### config.mk
export PLATFORM = sky130hd
export DESIGN_NAME = wb_intercon
export DESIGN_NICKNAME = d
export VERILOG_FILES = /design/src/rtl/wb_intercon_pkg.sv /design/src/rtl/wb_intercon_addr_decode.sv /design/src/rtl/wb_intercon.sv
export SDC_FILE = /design/constraint.sdc
export NUM_CORES = 1
export LEC_CHECK = 0
export BUFFER_PORTS_ARGS = -buffer_cell sky130_fd_sc_hd__buf_2
export CAP_MARGIN = 20
export CORE_AREA = 2 2 146 148
export DETAILED_ROUTE_END_ITERATION = 8
export DIE_AREA = 0 0 148 150
export PLACE_DENSITY = 0.65
export SLEW_MARGIN = 20
export SYNTH_ARGS = -nofsm -noshare
export SYNTH_HDL_FRONTEND = slang
export SYNTH_SLANG_ARGS = --single-unit
### constraint.sdc
create_clock -name clk -period 3.15 [get_ports clk]
set_input_delay 0 -clock clk [delete_from_list [all_inputs] [get_ports clk]]
set_output_delay 0 -clock clk [all_outputs]
set_load 0.05 [all_outputs]
### src/rtl/wb_intercon_pkg.sv
// Shared definitions for the Wishbone interconnect: bus widths, slave count,
// FSM state encoding and the default read data returned on an errored transfer.
package wb_intercon_pkg;

  localparam int unsigned NSLV   = 4;
  localparam int unsigned IDX_W  = 2;
  localparam int unsigned ADR_W  = 32;
  localparam int unsigned DAT_W  = 32;
  localparam int unsigned SEL_W  = 4;
  localparam int unsigned CNT_W  = 16;
  localparam int unsigned WCNT_W = 8;

  localparam logic [DAT_W-1:0] ERR_DATA_DEFAULT = 32'hDEAD_BEEF;

  typedef enum logic [1:0] {
    ST_IDLE  = 2'd0,
    ST_WAIT  = 2'd1,
    ST_ERR   = 2'd2,
    ST_DRAIN = 2'd3
  } state_t;

endpackage

### src/rtl/wb_intercon_addr_decode.sv
// wb_addr_decode: combinational address match and priority encoder.
// Ports: adr (address to decode), hit (some slave matched), idx (matching
// slave, lowest index wins when windows overlap).
module wb_addr_decode
  import wb_intercon_pkg::*;
#(
  parameter logic [NSLV*ADR_W-1:0] SLV_BASE = '0,
  parameter logic [NSLV*ADR_W-1:0] SLV_MASK = '0
) (
  input  logic [ADR_W-1:0] adr,
  output logic             hit,
  output logic [IDX_W-1:0] idx
);

  // Scan from the top so the lowest matching slot is the last to write idx.
  always_comb begin
    hit = 1'b0;
    idx = '0;
    for (int i = NSLV - 1; i >= 0; i--) begin
      if ((adr & SLV_MASK[i*ADR_W +: ADR_W]) == SLV_BASE[i*ADR_W +: ADR_W]) begin
        hit = 1'b1;
        idx = IDX_W'(i);
      end
    end
  end

endmodule

### src/rtl/wb_intercon.sv
// wb_intercon: single-master, four-slave Wishbone interconnect with address
// decode, slave-ack timeout, error responses and transfer/error counters.
// Ports: clk/resetn (sync active-low); m_* master side; s_* slave side
// (s_cyc/s_stb/s_ack one bit per slave, s_dat_r slot n at [32n+31:32n]);
// err_pulse/fault_adr error reporting; xfer_cnt/err_cnt wrapping counters.
module wb_intercon
  import wb_intercon_pkg::*;
#(
  parameter logic [NSLV*ADR_W-1:0] SLV_BASE = {32'h0400_0000, 32'h0300_0000,
                                               32'h0200_0000, 32'h0100_0000},
  parameter logic [NSLV*ADR_W-1:0] SLV_MASK = {NSLV{32'hFF00_0000}},
  parameter int unsigned           TIMEOUT  = 64,
  parameter logic [DAT_W-1:0]      ERR_DATA = ERR_DATA_DEFAULT
) (
  input  logic                  clk,
  input  logic                  resetn,
  input  logic                  m_cyc,
  input  logic                  m_stb,
  input  logic                  m_we,
  input  logic [ADR_W-1:0]      m_adr,
  input  logic [DAT_W-1:0]      m_dat_w,
  input  logic [SEL_W-1:0]      m_sel,
  output logic                  m_ack,
  output logic [DAT_W-1:0]      m_dat_r,
  output logic [NSLV-1:0]       s_cyc,
  output logic [NSLV-1:0]       s_stb,
  output logic                  s_we,
  output logic [ADR_W-1:0]      s_adr,
  output logic [DAT_W-1:0]      s_dat_w,
  output logic [SEL_W-1:0]      s_sel,
  input  logic [NSLV-1:0]       s_ack,
  input  logic [NSLV*DAT_W-1:0] s_dat_r,
  output logic                  err_pulse,
  output logic [ADR_W-1:0]      fault_adr,
  output logic [CNT_W-1:0]      xfer_cnt,
  output logic [CNT_W-1:0]      err_cnt
);

  state_t              state;
  logic [IDX_W-1:0]    sel_q;
  logic [WCNT_W-1:0]   wait_cnt;
  logic                err_pulse_q;
  logic [ADR_W-1:0]    fault_q;
  logic [CNT_W-1:0]    xfer_q;
  logic [CNT_W-1:0]    errc_q;

  logic                dec_hit;
  logic [IDX_W-1:0]    dec_idx;
  logic                req;
  logic                sel_ack;
  logic [DAT_W-1:0]    sel_dat;
  logic                timeout_hit;

  wb_addr_decode #(
    .SLV_BASE (SLV_BASE),
    .SLV_MASK (SLV_MASK)
  ) u_dec (
    .adr (m_adr),
    .hit (dec_hit),
    .idx (dec_idx)
  );

  assign req     = m_cyc & m_stb;
  assign sel_ack = s_ack[sel_q];

  // Read data of the latched slave.
  always_comb begin
    sel_dat = '0;
    for (int i = 0; i < NSLV; i++) begin
      if (sel_q == IDX_W'(i)) sel_dat = s_dat_r[i*DAT_W +: DAT_W];
    end
  end

  // The wait count reaches TIMEOUT-1 on this edge: the last cycle spent waiting.
  assign timeout_hit = (wait_cnt == WCNT_W'(TIMEOUT - 2));

  // Transfer sequencing, counters and error capture.
  always_ff @(posedge clk) begin
    if (!resetn) begin
      state       <= ST_IDLE;
      sel_q       <= '0;
      wait_cnt    <= '0;
      err_pulse_q <= 1'b0;
      fault_q     <= '0;
      xfer_q      <= '0;
      errc_q      <= '0;
    end else begin
      err_pulse_q <= 1'b0;
      case (state)
        ST_IDLE: begin
          if (req) begin
            sel_q    <= dec_idx;
            wait_cnt <= '0;
            if (dec_hit) begin
              state <= ST_WAIT;
            end else begin
              state       <= ST_ERR;
              err_pulse_q <= 1'b1;
            end
          end
        end
        ST_WAIT: begin
          if (!req) begin
            state <= ST_IDLE;
          end else if (sel_ack) begin
            state  <= ST_DRAIN;
            xfer_q <= xfer_q + 16'd1;
          end else if (timeout_hit) begin
            state       <= ST_ERR;
            err_pulse_q <= 1'b1;
          end else begin
            wait_cnt <= wait_cnt + 8'd1;
          end
        end
        ST_ERR: begin
          state   <= ST_DRAIN;
          fault_q <= m_adr;
          xfer_q  <= xfer_q + 16'd1;
          errc_q  <= errc_q + 16'd1;
        end
        ST_DRAIN: begin
          if (!m_stb) state <= ST_IDLE;
        end
        default: state <= ST_IDLE;
      endcase
    end
  end

  // Slave strobes, broadcast pass-through and zero-latency ack forwarding;
  // everything is held at zero while resetn is low.
  always_comb begin
    m_ack   = 1'b0;
    m_dat_r = '0;
    s_cyc   = '0;
    s_stb   = '0;
    s_we    = 1'b0;
    s_adr   = '0;
    s_dat_w = '0;
    s_sel   = '0;
    if (resetn) begin
      s_we    = m_we;
      s_adr   = m_adr;
      s_dat_w = m_dat_w;
      s_sel   = m_sel;
      case (state)
        ST_WAIT: begin
          s_cyc[sel_q] = 1'b1;
          s_stb[sel_q] = 1'b1;
          if (req && sel_ack) begin
            m_ack   = 1'b1;
            m_dat_r = sel_dat;
          end
        end
        ST_ERR: begin
          m_ack   = 1'b1;
          m_dat_r = ERR_DATA;
        end
        default: ;
      endcase
    end
  end

  assign err_pulse = resetn & err_pulse_q;
  assign fault_adr = resetn ? fault_q : '0;
  assign xfer_cnt  = resetn ? xfer_q  : '0;
  assign err_cnt   = resetn ? errc_q  : '0;

endmodule

==> impl_metrics.yaml <==
run_status:
  status: "finished, final reports clean"
power_and_ir_drop:
  p_leak_nw: 3.91
  power_w: 0.00344
  power_density_nw_per_um2: 425
  ir_drop_v: 0.000282
yosys:
  synth_xor_area_frac: 0.0195
  seq_area_frac_synth: 0.285
  synthSimpleGateAreaFrac: 0.307
  syn_avg_cell_area_um2: 8.65
  synth_compound_area_frac: 0.0818
  synth_fa_ha_area_frac: 0.0209
  synth_seq_cells: 77
  synth_cell_types: 43
  synthArstFlopShare: 0
  synth_top_family_by_area: "simple AND/OR/NAND/NOR gates"
  synthCells: 624
  yosys_warnings: 0
  synthMuxAreaShare: 0.226
  synth_nets: 838
  synthFlopType: "dfxtp_1"
  synth-edff-count: 0
  syn-cell-area_um2: 5400
route:
  drt-initial-drc-count: 308
  remaining_drc_errors: 0
  wl_um: 19500
  ant_nets: 0
  vias_per_cell: 4.68
  routed-via-count: 5982
  first_pass_iters: 4
  wl_per_cell_um: 15.2
die:
  fp.dieH_um: 150
  pin_count: 380
  core_area_um2: 20700
  rows: 53
  initial_utilization: 0.261
  fp.dieArea_um2: 22200
  die_w_um: 148
global_routing:
  grt_max_degree: 89
  first_global_vias: 5455
  grt_pass1_wl_um: 28900
  antenna_found_initial: 0
  overflow: 0
  grt_use_total: 0.162
critical_path:
  critical_path.max_stage_delay_ns: 0.66
  slowest_stage: "nor2_1"
  crit_family: "simple AND/OR/NAND/NOR gates"
  crit_path_end_kind: "output pin"
  start_kind: "flip-flop"
  critical_path.max_fanout: 11
  critical_path_class: "reg -> out"
  critical_path_buf_inv_count: 2
  crit_chain: "inv_1, ha_1, and3_1, a21oi_1, nor2_1, o21a_1, buf_2"
  worstPathArrival_ns: 2.69
  required_ns: 3.15
clock_tree:
  clock_latency_ns: 0.34
  cts_setup_buffers: 0
  cts.reportedPaths.clkPinSlew_ns: 0.06
  cts_buffer_depth: 2
  cts_buffers: 9
  cts_tree: "yes"
  cts_root_buf: "clkbuf_16"
  cts_max_level: 3
  clkSinkCount: 77
placed_design:
  gp_congestion: 0.747
  placed_area_um2: 7500
  port_buffers: 379
  dp_hpwl_um: 14800
timing:
  fin_crit_sh: 0.853
  maxSlewViolCount: 0
  max_freq_mhz: 372
  tns_ns: 0
  maxSlewHeadroom: 0.449
  setup_viol: 0
  worstMarginPinSlew_ns: 0.824
  final_hold_viol_count: 0
  period_needed_ns: 2.69
  rsz0062_at_grt: "no"
  finClkSkew_ns: 0.00770
  hold_slack_ns: 0.0164
layout:
  antennaDiodeCount: 0
  synthToLayoutAreaGrowth_pct: 50.1
  fin_nets: 1213
  drive_gt1_frac: 0.446
  postLayoutCellArea_um2: 8110
job:
  maxCapViolations: 0
hold_path:
  hold_path_class: "in -> reg"
-- what timing repair did --
item	CTS	global route
endpoints found under the hold margin	29	0
resized for setup	0	0
hold buffers	29	0
-- worst paths after layout --
| check | startpoint | to | slack (ns) | cells past startpoint |
|---|---|---|---|---|
| setup / recovery | state[1] | m_dat_r[19] | 0.46 | 7 |
| hold / removal | m_adr[24] | fault_q[24] | 0.02 | 3 |
| setup reg to reg | state[0] | errc_q[15] | 0.67 | 6 |
| hold reg to reg | fault_q[28] | fault_q[28] | 0.48 | 2 |
-- sequential cells by signal, indices dropped and copies added, names as in the netlist --
signal       cells
state            2
sel_q            2
fault_q         32
errc_q          16
xfer_q          16
err_pulse_q      1
wait_cnt         8
-- cells by family (layout without fill, tap and decap cells) --
logic type | after synthesis | count (layout)
fa+ha+maj | 9 | 9
xor+xnor | 12 | 12
buf+inv | 75 | 455
simple gates | 300 | 300
flops | 77 | 77
compound gates | 72 | 72
mux | 79 | 79
-- layout make-up --
cell class              count  area (µm²)
fillers                  2170       12600
multi-input cells         472        3540
repair buffers            415        2270
flip-flops and latches     77        1540
well taps                 275         344
clock buffers              11         253
inverters                  24        90.1
clock inverters             5        63.8
-- placed cells by master (no fill, tap or decap), types with 18 or more instances in the layout --
master | netlist | layout
mux4_2 | 32 | 32
o21ai_0 | 24 | 24
nand3_1 | 20 | 20
dfxtp_1 | 77 | 76
and2_1 | 133 | 133
nand2_1 | 22 | 22
inv_1 | 23 | 23
dlygate4sd3_1 | 0 | 29
mux2i_1 | 35 | 35
buf_2 | 6 | 376
a21oi_1 | 18 | 18
nor2_1 | 62 | 62
-- cells in the mapped netlist, types with 2 or more instances --
cell | instances | area share
and2_1 | 133 | 0.15
dfxtp_1 | 77 | 0.29
nor2_1 | 62 | 0.043
mux2i_1 | 35 | 0.065
clkbuf_1 | 33 | 0.023
mux4_2 | 32 | 0.13
o21ai_0 | 24 | 0.022
inv_1 | 23 | 0.016
nand2_1 | 22 | 0.015
nand3_1 | 20 | 0.019
a21oi_1 | 18 | 0.017
mux2_2 | 11 | 0.023
nand4_1 | 11 | 0.013
nor3_1 | 10 | 0.0093
o21a_1 | 10 | 0.014
ha_1 | 9 | 0.021
nor2b_1 | 9 | 0.010
or3_1 | 9 | 0.010
or4_1 | 7 | 0.0097
buf_1 | 6 | 0.0042
buf_2 | 6 | 0.0056
xnor2_1 | 6 | 0.0097
xor2_1 | 6 | 0.0097
and4_1 | 5 | 0.0081
nor4_1 | 5 | 0.0058
o31ai_1 | 5 | 0.0070
buf_4 | 4 | 0.0056
a211oi_1 | 3 | 0.0042
a21o_1 | 3 | 0.0042
and3_1 | 3 | 0.0035
a211o_1 | 2 | 0.0032
a31oi_1 | 2 | 0.0023
a41o_1 | 2 | 0.0037
buf_6 | 2 | 0.0042
-- metrics by stage --
| step | utilization | std cells | worst slack (ns) |
|---|---|---|---|
| 2_1_floorplan | - | 624 | 0.752 |
| 3_3_place_gp | 0.363 | 1234 | 0.750 |
| 3_5_place_dp | 0.363 | 1234 | 0.644 |
| 4_1_cts | 0.392 | 1279 | 0.484 |
| 5_1_grt | 0.392 | 1279 | 0.278 |
| 6_report | 0.392 | 1279 | 0.463 |
-- worst min-delay path: stages --
cell     delay, ns
buf_2         0.15
mux2i_1       0.09
nor2_1        0.07
-- power by group --
part           internal [W]  switching (W)  total (W)
Clock              0.000665       0.000427    0.00109
Combinational      0.000440       0.000799    0.00124
Sequential          0.00106      0.0000529    0.00111
-- metal layers --
layer  GRT usage  routed length (µm)  part of all wire  vias to the layer above
met5           0                   0                 0                        -
met4      0.0381                 231             0.012                        0
met3      0.0366                1200             0.062                       20
met2       0.264                9480              0.49                      200
met1       0.218                8560              0.44                     2838
li1            -                   -                 -                     2924
Note: power is estimated with default switching activity, not from simulation.
